**config.mk**
```make
export PLATFORM = sky130hd
export DESIGN_NAME = issue_queue_flat
export DESIGN_NICKNAME = d
export VERILOG_FILES = /design/src/rtl/issue_queue_if.sv /design/src/rtl/issue_queue.sv /design/src/flat_wrapper.sv
export SDC_FILE = /design/constraint.sdc
export NUM_CORES = 1
export LEC_CHECK = 0
export CAP_MARGIN = 15
export CORE_ASPECT_RATIO = 0.5
export CORE_MARGIN = 5
export CORE_UTILIZATION = 55
export CTS_CLUSTER_DIAMETER = 200
export CTS_CLUSTER_SIZE = 14
export DETAILED_ROUTE_END_ITERATION = 8
export PLACE_DENSITY = 0.79
export SLEW_MARGIN = 20
export SYNTH_ARGS = -nofsm -noshare
export SYNTH_HDL_FRONTEND = slang
export SYNTH_SLANG_ARGS = --single-unit
```
**constraint.sdc**
```tcl
create_clock -name CLK -period 5 [get_ports CLK]
set_clock_uncertainty 0.1 [all_clocks]
set_input_delay 1 -clock CLK [delete_from_list [all_inputs] [get_ports CLK]]
set_output_delay 1 -clock CLK [all_outputs]
set_load 0.005 [all_outputs]
```
**src/rtl/issue_queue_if.sv**
```systemverilog
// Fetch-side and issue-side signals of the instruction issue queue.
// The master is the fetch/check environment; the slave is the queue.
interface issue_queue_if #(
  parameter int DEPTH = 8,
  parameter int PCW   = 13,
  parameter int IW    = 32
);
  logic                     flush;
  logic [1:0]               f_valid;
  logic [PCW-1:0]           f_pc1;
  logic [PCW-1:0]           f_pc2;
  logic [IW-1:0]            f_inst1;
  logic [IW-1:0]            f_inst2;
  logic                     f_ready;
  logic [PCW-1:0]           pc1_out;
  logic [PCW-1:0]           pc2_out;
  logic [IW-1:0]            inst1_out;
  logic [IW-1:0]            inst2_out;
  logic [1:0]               out_count;
  logic [1:0]               consume;
  logic [$clog2(DEPTH):0]   occupancy;

  modport master (
    output flush, f_valid, f_pc1, f_pc2, f_inst1, f_inst2, consume,
    input  f_ready, pc1_out, pc2_out, inst1_out, inst2_out, out_count, occupancy
  );

  modport slave (
    input  flush, f_valid, f_pc1, f_pc2, f_inst1, f_inst2, consume,
    output f_ready, pc1_out, pc2_out, inst1_out, inst2_out, out_count, occupancy
  );
endinterface

```
**src/rtl/issue_queue.sv**
```systemverilog
// Circular two-in / two-out instruction queue between fetch and the dual-issue check stage.
// Outputs read registered state directly; empty slots present as 0 (NOP).
module issue_queue #(
  parameter int DEPTH = 8,
  parameter int PCW   = 13,
  parameter int IW    = 32
) (
  input logic         CLK,
  input logic         RST,
  issue_queue_if.slave q
);
  localparam int AW = $clog2(DEPTH);
  localparam int CW = AW + 1;
  localparam int EW = PCW + IW;

  logic [EW-1:0] mem_q [DEPTH];
  logic [EW-1:0] mem_d [DEPTH];
  logic [AW-1:0] rd_ptr_q, rd_ptr_d;
  logic [AW-1:0] wr_ptr_q, wr_ptr_d;
  logic [CW-1:0] count_q, count_d;

  logic [1:0]    push_n;
  logic [1:0]    pop_n;
  logic [1:0]    out_cnt;
  logic          ready;
  logic [EW-1:0] ent1, ent2;

  always_comb begin
    ready   = (count_q <= CW'(DEPTH - 2));
    out_cnt = (count_q >= CW'(2)) ? 2'd2 : count_q[1:0];

    push_n = 2'd0;
    if (ready && !q.flush) begin
      case (q.f_valid)
        2'b01:   push_n = 2'd1;
        2'b11:   push_n = 2'd2;
        default: push_n = 2'd0;  // 2'b10 is illegal and dropped
      endcase
    end

    pop_n = (q.consume > out_cnt) ? out_cnt : q.consume;

    mem_d = mem_q;
    if (push_n != 2'd0) mem_d[wr_ptr_q] = {q.f_pc1, q.f_inst1};
    if (push_n == 2'd2) mem_d[wr_ptr_q + AW'(1)] = {q.f_pc2, q.f_inst2};

    rd_ptr_d = rd_ptr_q + AW'(pop_n);
    wr_ptr_d = wr_ptr_q + AW'(push_n);
    count_d  = count_q + CW'(push_n) - CW'(pop_n);

    if (q.flush) begin
      rd_ptr_d = '0;
      wr_ptr_d = '0;
      count_d  = '0;
    end
  end

  always_ff @(posedge CLK) begin
    if (RST) begin
      rd_ptr_q <= '0;
      wr_ptr_q <= '0;
      count_q  <= '0;
    end else begin
      rd_ptr_q <= rd_ptr_d;
      wr_ptr_q <= wr_ptr_d;
      count_q  <= count_d;
    end
  end

  // Storage is deliberately left unreset; count gates every read.
  always_ff @(posedge CLK) begin
    mem_q <= mem_d;
  end

  always_comb begin
    ent1 = (count_q >= CW'(1)) ? mem_q[rd_ptr_q]          : '0;
    ent2 = (count_q >= CW'(2)) ? mem_q[rd_ptr_q + AW'(1)] : '0;
  end

  assign q.f_ready   = ready;
  assign q.out_count = out_cnt;
  assign q.occupancy = count_q;
  assign q.pc1_out   = ent1[EW-1:IW];
  assign q.inst1_out = ent1[IW-1:0];
  assign q.pc2_out   = ent2[EW-1:IW];
  assign q.inst2_out = ent2[IW-1:0];
endmodule

```
**src/flat_wrapper.sv**
```systemverilog
// flat-port wrapper written by rule: the top's interface ports become plain ports
module issue_queue_flat 
#(
  parameter int DEPTH = 8,
  parameter int PCW   = 13,
  parameter int IW    = 32
)
  (CLK, RST, q_flush, q_f_valid, q_f_pc1, q_f_pc2, q_f_inst1, q_f_inst2, q_consume, q_f_ready, q_pc1_out, q_pc2_out, q_inst1_out, q_inst2_out, q_out_count, q_occupancy);
  issue_queue_if #(.DEPTH(DEPTH), .PCW(PCW), .IW(IW)) q_i ();
  input logic CLK;
  input logic RST;
  input wire logic [$bits(q_i.flush)-1:0] q_flush;
  input wire logic [$bits(q_i.f_valid)-1:0] q_f_valid;
  input wire logic [$bits(q_i.f_pc1)-1:0] q_f_pc1;
  input wire logic [$bits(q_i.f_pc2)-1:0] q_f_pc2;
  input wire logic [$bits(q_i.f_inst1)-1:0] q_f_inst1;
  input wire logic [$bits(q_i.f_inst2)-1:0] q_f_inst2;
  input wire logic [$bits(q_i.consume)-1:0] q_consume;
  output wire logic [$bits(q_i.f_ready)-1:0] q_f_ready;
  output wire logic [$bits(q_i.pc1_out)-1:0] q_pc1_out;
  output wire logic [$bits(q_i.pc2_out)-1:0] q_pc2_out;
  output wire logic [$bits(q_i.inst1_out)-1:0] q_inst1_out;
  output wire logic [$bits(q_i.inst2_out)-1:0] q_inst2_out;
  output wire logic [$bits(q_i.out_count)-1:0] q_out_count;
  output wire logic [$bits(q_i.occupancy)-1:0] q_occupancy;
  assign q_i.flush = q_flush;
  assign q_i.f_valid = q_f_valid;
  assign q_i.f_pc1 = q_f_pc1;
  assign q_i.f_pc2 = q_f_pc2;
  assign q_i.f_inst1 = q_f_inst1;
  assign q_i.f_inst2 = q_f_inst2;
  assign q_i.consume = q_consume;
  assign q_f_ready = q_i.f_ready;
  assign q_pc1_out = q_i.pc1_out;
  assign q_pc2_out = q_i.pc2_out;
  assign q_inst1_out = q_i.inst1_out;
  assign q_inst2_out = q_i.inst2_out;
  assign q_out_count = q_i.out_count;
  assign q_occupancy = q_i.occupancy;
  issue_queue #(.DEPTH(DEPTH), .PCW(PCW), .IW(IW)) u_core (.CLK(CLK), .RST(RST), .q(q_i));
endmodule
```
==> results.py, run 1 <==
metrics = {
    "synth": {
        "synth_top_family_by_area": "multiplexers",
        "synth-seq-area-share_pct": 32.26,
        "synth-compound-area-share_pct": 1.471,
        "synth_edf_count": 0,
        "ys_async_sr_fraction_pct": 0,
        "synth_mux_area_share_pct": 57.22,
        "syn_nets": 1832,
        "syn-cell-area_sq_um": 22960,
        "synth_xor_area_share_pct": 0.3706,
        "syn_inst": 1720,
        "yosys_warnings": 0,
        "ys.flop_type": "dfxtp_1",
        "synthSimpleGateAreaFrac_pct": 4.022,
        "synth_cell_types": 45,
        "synth.avg_cell_area_sq_um": 13.35,
        "synthAdderAreaFrac_pct": 0.9482,
        "ys_ff_latch": 370,
    },
    "final_layout": {
        "nFillCells": 3017,
        "fin_cells": 2395,
        "drive_gt1_share_pct": 53.21,
        "areaGrowthSynthToFinish_pct": 13.57,
        "fin_util_pct": 63.82,
        "finalNetCount": 1964,
    },
    "timing": {
        "setup_ws_ns": 0.8653,
        "worstMarginPinSlew_ns": 1.116,
        "slew_viol_final": 0,
        "post-route-min-period_ns": 4.135,
        "min_period_over_period_pct": 82.69,
        "fin_tns_setup_ns": 0,
        "setup_viol": 0,
        "hold_viol": 0,
        "slew_headroom_pct": 25.58,
        "rsz0062_at_grt": "false",
        "fmax_ghz": 0.2419,
    },
    "pwr": {
        "pwr-share-clk_pct": 18.7,
        "ir_drop_mv": 0.4131,
        "seqPwrFrac_pct": 34.5,
        "leakage_nw": 10.47,
        "sw_frac_of_total_pct": 32.48,
        "combPwrFrac_pct": 46.8,
        "p_per_area_nw_per_um2": 446.0,
        "p_int_mw": 7.851,
        "p_total_mw": 11.63,
        "power_switching_mw": 3.778,
    },
    "die": {
        "rows": 52,
        "core_area_sq_um": 40860,
        "dieArea_sq_um": 46180,
        "fp.dieW_um": 299.0,
        "die_y_um": 154.5,
        "ioPinCount": 194,
        "start_util_pct": 56.19,
    },
    "drt": {
        "routed_via_density": 6.395,
        "wl_per_cell_um": 25.17,
        "ant_nets": 0,
        "drtIter0Drc": 1138,
        "drt_wl_total_mm": 60.28,
        "vias": 15320,
        "drc": 0,
        "first_pass_iters": 7,
    },
    "clock_tree": {
        "root_buffer": "clkbuf_16",
        "htreeDepth": 1,
        "cts_buffer_depth": 3,
        "cts.clk_slew.worst_paths_ns": 0.07,
        "clk_latency_ns": 0.58,
        "cts_tree": "yes",
        "cts_resized": 0,
        "post_cts_buffers": 0,
        "cts_sinks": 370,
        "ctsHoldBuffers": 0,
        "cts_made_buffers": 30,
    },
    "global_routing": {
        "grt_start_max_net_pins": 113,
        "grt_pass1_vias": 16050,
        "antenna_found_initial": 2,
        "overflow": 0,
        "grt_pass1_wl_mm": 93.70,
        "grt.total_usage_pct": 25.38,
    },
    "critical_path": {
        "regToRegSetupSlack_ns": 1.54,
        "critPathRequiredTime_ns": 3.90,
        "cp-end-kind": "primary output",
        "r2r-end": "u_core.q.occupancy[3]$_SDFF_PP0_",
        "crit_fanout": 112,
        "critical_path.startpoint": "u_core.rd_ptr_q[0]$_SDFF_PP0_",
        "critPathLaunchType": "flop",
        "r2r_cells": 13,
        "crit_end": "q_inst1_out[11]",
        "reg2reg_from": "u_core.q.occupancy[3]$_SDFF_PP0_",
        "crit_type": "flop to primary output",
        "arrival_ns": 3.03,
    },
    "job": {
        "cap_violations": 0,
    },
    "run_status": {
        "status": "finished clean",
    },
    "placed_design": {
        "place_congestion": 0.8075,
        "post-place-cells": 2360,
        "place_ws_ns": 1.135,
        "post-dp-hpwl_mm": 36.49,
        "io_buffers": 193,
    },
    "hold_path": {
        "hold_class": "flop to flop",
    },
}
## through the flow
step | hold slack (ns) | area (sq um)
after floorplan | 0.4744 | 22960
after global placement | 0.4844 | 25280
after detailed placement | 0.5018 | 25280
after CTS | 0.5150 | 26070
after global routing | 0.5311 | 26080
final | 0.5207 | 26080
## flip-flops by register name (all words and copies together) (netlist names)
signal,cells
u_core.wr_ptr_q,3
u_core.rd_ptr_q,3
u_core.q.occupancy,4
u_core.mem_q,360
## Yosys cell counts, types with 2 or more instances
cell	count	area [sq um]
buf_1	17	63.81
nor3_4	4	65.06
clkbuf_1	26	97.59
nor2_1	54	202.7
o21ai_4	4	65.06
buf_2	48	240.2
xor2_1	3	26.28
fa_1	4	80.08
and2_1	4	25.02
a21oi_1	46	230.2
inv_1	15	56.30
dfxtp_1	370	7407
mux2_4	140	2102
mux2i_1	45	450.4
mux2_1	20	225.2
buf_4	19	142.6
nand3_2	5	50.05
ha_1	11	137.6
mux2_2	560	6306
nand2_1	93	349.1
nand4_4	4	85.08
buf_6	22	247.7
and4bb_2	2	25.02
xnor2_1	3	26.28
nor2b_1	2	12.51
mux4_2	180	4054
## worst max-delay path: stages (launching register included)
cell and delay (ns):
dfxtp_4 0.40, buf_12 0.58, mux4_2 0.60, mux2i_1 0.27, nor2_1 0.07, clkdlybuf4s50_1 0.47
## kinds of logic after synthesis
logic type | count (synthesis)
AOI/OAI and AO/OA | 54
xor gates and xnor gates | 8
adders and majority gates | 15
buffers and inverters | 148
DFF | 370
muxes | 945
and+or+nand+nor | 180
## power by group through the flow
stage / Sequential [mW] / Clock (mW) / Combinational [mW]
6_report: 4.01 / 2.17 / 5.44
5_1_grt: 4.07 / 2.32 / 5.85
4_1_cts: 3.99 / 2.21 / 5.49
3_5_place_dp: 4.05 / 0 / 5.46
3_3_place_gp: 4.01 / 0 / 5.37
2_1_floorplan: 3.89 / 0 / 3.38
## area by class of cell
cell class	count	area [sq um]	share of cell area, %
antenna	2	5.005	0.01919
clock buffer	32	779.5	2.989
clock inverter	1	8.758	0.03359
inverter	16	60.06	0.2303
multi-input combinational	1202	14790	56.72
sequential	370	7418	28.45
tap	540	675.6	2.591
timing repair buffer	232	2337	8.963
## worst min-delay path by stage
stage | startpoint | endpoint | cells after the start
finish | u_core.mem_q[235]$_DFF_P_ | u_core.mem_q[235]$_DFF_P_ | 2
global route | u_core.mem_q[235]$_DFF_P_ | u_core.mem_q[235]$_DFF_P_ | 2
CTS | u_core.mem_q[233]$_DFF_P_ | u_core.mem_q[233]$_DFF_P_ | 2
detailed placement | u_core.mem_q[233]$_DFF_P_ | u_core.mem_q[233]$_DFF_P_ | 2
global placement | u_core.mem_q[232]$_DFF_P_ | u_core.mem_q[232]$_DFF_P_ | 2
floorplan | u_core.rd_ptr_q[0]$_SDFF_PP0_ | u_core.rd_ptr_q[0]$_SDFF_PP0_ | 2
## metal layers
layer / part of all wire, % / GRT usage (%)
met1: 44 / 34.06
met2: 49 / 44.14
met3: 4.3 / 3.138
met4: 2.4 / 6.459
met5: 0 / 0
## placed cells by master, fill, tap and decap left out, types with 9 or more instances in the layout
| master | instances |
|---|---|
| buf_4 | 30 |
| dfxtp_1 | 367 |
| mux2_4 | 140 |
| ha_1 | 10 |
| mux2_1 | 20 |
| mux4_2 | 180 |
| a21oi_1 | 46 |
| nor2_1 | 53 |
| nand2_1 | 93 |
| clkbuf_16 | 31 |
| inv_1 | 15 |
| clkdlybuf4s50_1 | 193 |
| buf_12 | 9 |
| mux2_2 | 560 |
| mux2i_1 | 45 |
No activity file was read; power rests on OpenSTA's default activity.
==> inputs of run 2 (changes only) <==
Clock period 5 ns to 4.2 ns, I/O delays scaled along.
==> results.py, run 2 (synthesized netlist as in run 1, its figures left out) <==
metrics = {
    "global_routing": {
        "overflow": 0,
        "grt_pass1_wl_mm": 96.17,
        "grt_start_max_net_pins": 92,
        "grt.total_usage_pct": 26.22,
        "grt_pass1_vias": 16170,
        "antenna_found_initial": 3,
    },
    "drt": {
        "wl_per_cell_um": 26.06,
        "drc": 0,
        "first_pass_iters": 5,
        "routed_via_density": 6.441,
        "drtIter0Drc": 1253,
        "drt_wl_total_mm": 62.43,
        "vias": 15430,
        "ant_nets": 0,
    },
    "critical_path": {
        "r2r_cells": 15,
        "crit_type": "flop to primary output",
        "critPathTopFamily": "buffers and inverters",
        "regToRegSetupSlack_ns": 0.71,
        "crit_fanout": 31,
        "cp-end-kind": "primary output",
        "reg2reg_from": "u_core.q.occupancy[3]$_SDFF_PP0_",
        "slowest_stage": "buf_4",
        "crit_buf_inv": 4,
        "critPathRequiredTime_ns": 3.26,
        "arrival_ns": 3.06,
        "r2r-end": "u_core.q.occupancy[2]$_SDFF_PP0_",
        "critPathLaunchType": "flop",
        "cp_common_cell": "inv_1",
        "cp_slowest_stage_delay_ns": 0.53,
        "path_depth": 8,
        "path_cells": "inv_1, ha_1, nor2b_4, inv_1, nor2_4, buf_4, nor2_1, clkdlybuf4s50_1",
    },
    "hold_path": {
        "hold_path_depth": 2,
        "hold_end": "u_core.mem_q[235]$_DFF_P_",
        "hold_class": "flop to flop",
        "hp-start": "u_core.mem_q[235]$_DFF_P_",
    },
    "timing": {
        "min_period_over_period_pct": 95.30,
        "fin_tns_setup_ns": 0,
        "worstMarginPinSlew_ns": 1.129,
        "hold_viol": 0,
        "setup_ws_ns": 0.1975,
        "post-route-min-period_ns": 4.002,
        "slew_viol_final": 0,
        "fmax_ghz": 0.2498,
        "setup_viol": 0,
        "holdWs_ns": 0.5163,
        "slew_headroom_pct": 24.45,
        "rsz0062_at_grt": "false",
    },
    "die": {
        "start_util_pct": 56.19,
        "rows": 52,
        "dieArea_sq_um": 46180,
        "fp.dieW_um": 299.0,
        "ioPinCount": 194,
        "die_y_um": 154.5,
        "core_area_sq_um": 40860,
    },
    "final_layout": {
        "areaGrowthSynthToFinish_pct": 13.94,
        "largest-register": "u_core.mem_q",
        "drive_gt1_share_pct": 53.16,
        "fin_util_pct": 64.03,
        "final_cell_mix": "560 x mux2_2, 367 x dfxtp_1, 193 x clkdlybuf4s50_1",
        "finalNetCount": 1963,
        "post-route-cell-area_sq_um": 26160,
        "final_common_cell": "mux2_2",
        "fin_cells": 2396,
        "largest_reg_flops": 360,
    },
    "placed_design": {
        "place_congestion": 0.8191,
        "post-dp-hpwl_mm": 35.92,
        "placed_area_sq_um": 25360,
        "place_ws_ns": 0.6375,
        "io_buffers": 193,
        "post-place-cells": 2359,
    },
    "clock_tree": {
        "clk_latency_ns": 0.58,
        "root_buffer": "clkbuf_16",
        "cts_tree": "yes",
        "cts.clk_slew.worst_paths_ns": 0.07,
        "htreeDepth": 1,
        "cts_sinks": 370,
        "cts_resized": 0,
        "post_cts_buffers": 0,
        "cts_made_buffers": 30,
        "ctsHoldBuffers": 0,
        "cts_buffer_depth": 3,
    },
    "pwr": {
        "p_total_mw": 13.84,
        "p_per_area_nw_per_um2": 529.0,
        "ir_drop_mv": 0.4121,
        "leakage_nw": 10.49,
    },
    "job": {
        "cap_violations": 0,
    },
    "run_status": {
        "status": "finished clean",
    },
}
-- run 2: cell count changes in the layout (fill, tap and decap cells not counted), sizes merged --
| cell | change |
|---|---|
| buf | -1 |
| clkbuf | +1 |
| diode | +1 |
-- run 2: layout make-up --
| type | instances | area [sq um] |
|---|---|---|
| sequential | 370 | 7418 |
| clock buffer | 33 | 783.3 |
| antenna | 3 | 7.507 |
| clock inverter | 1 | 8.758 |
| tap | 540 | 675.6 |
| inverter | 16 | 60.06 |
| fill | 3097 | 14700 |
| multi-input combinational | 1202 | 14790 |
| timing repair buffer | 231 | 2417 |
-- run 2: worst reg2reg max path, stage by stage, from the launching register on --
cell,delay [ns]
dfxtp_1,0.37
inv_1,0.10
ha_1,0.15
nor2b_4,0.14
buf_4,0.71
inv_1,0.12
ha_1,0.30
nand3_1,0.08
nand2_1,0.09
ha_1,0.30
inv_1,0.06
ha_1,0.15
inv_1,0.06
fa_1,0.43
xor2_1,0.18
nor2_1,0.06
-- run 2: where the power goes --
group          internal [mW]  switching (mW)
Combinational           3.82            2.65
Sequential              4.24           0.543
Clock                   1.30            1.29
Total                   9.36            4.48
-- run 2: how the worst max path moves through the flow --
stage,from,to,slack (ns)
6_report,u_core.q.occupancy[3]$_SDFF_PP0_,q_inst1_out[1],0.20
5_1_grt,u_core.q.occupancy[3]$_SDFF_PP0_,q_inst1_out[1],0.02
4_1_cts,u_core.q.occupancy[3]$_SDFF_PP0_,q_inst1_out[1],0.15
3_5_place_dp,q_f_valid[0],u_core.q.occupancy[3]$_SDFF_PP0_,0.64
3_3_place_gp,q_flush,u_core.q.occupancy[3]$_SDFF_PP0_,0.69
2_1_floorplan,u_core.q.occupancy[3]$_SDFF_PP0_,u_core.q.occupancy[2]$_SDFF_PP0_,1.10
-- run 2: routing by layer --
metal  vias to the layer above  track usage, %  wire length [um]
met5                         -               0                 0
met1                      8040           34.89             26680
li1                       6787               -                 -
met4                         0           8.147              1934
met3                       134           2.956              3037
met2                       472           45.47             30780
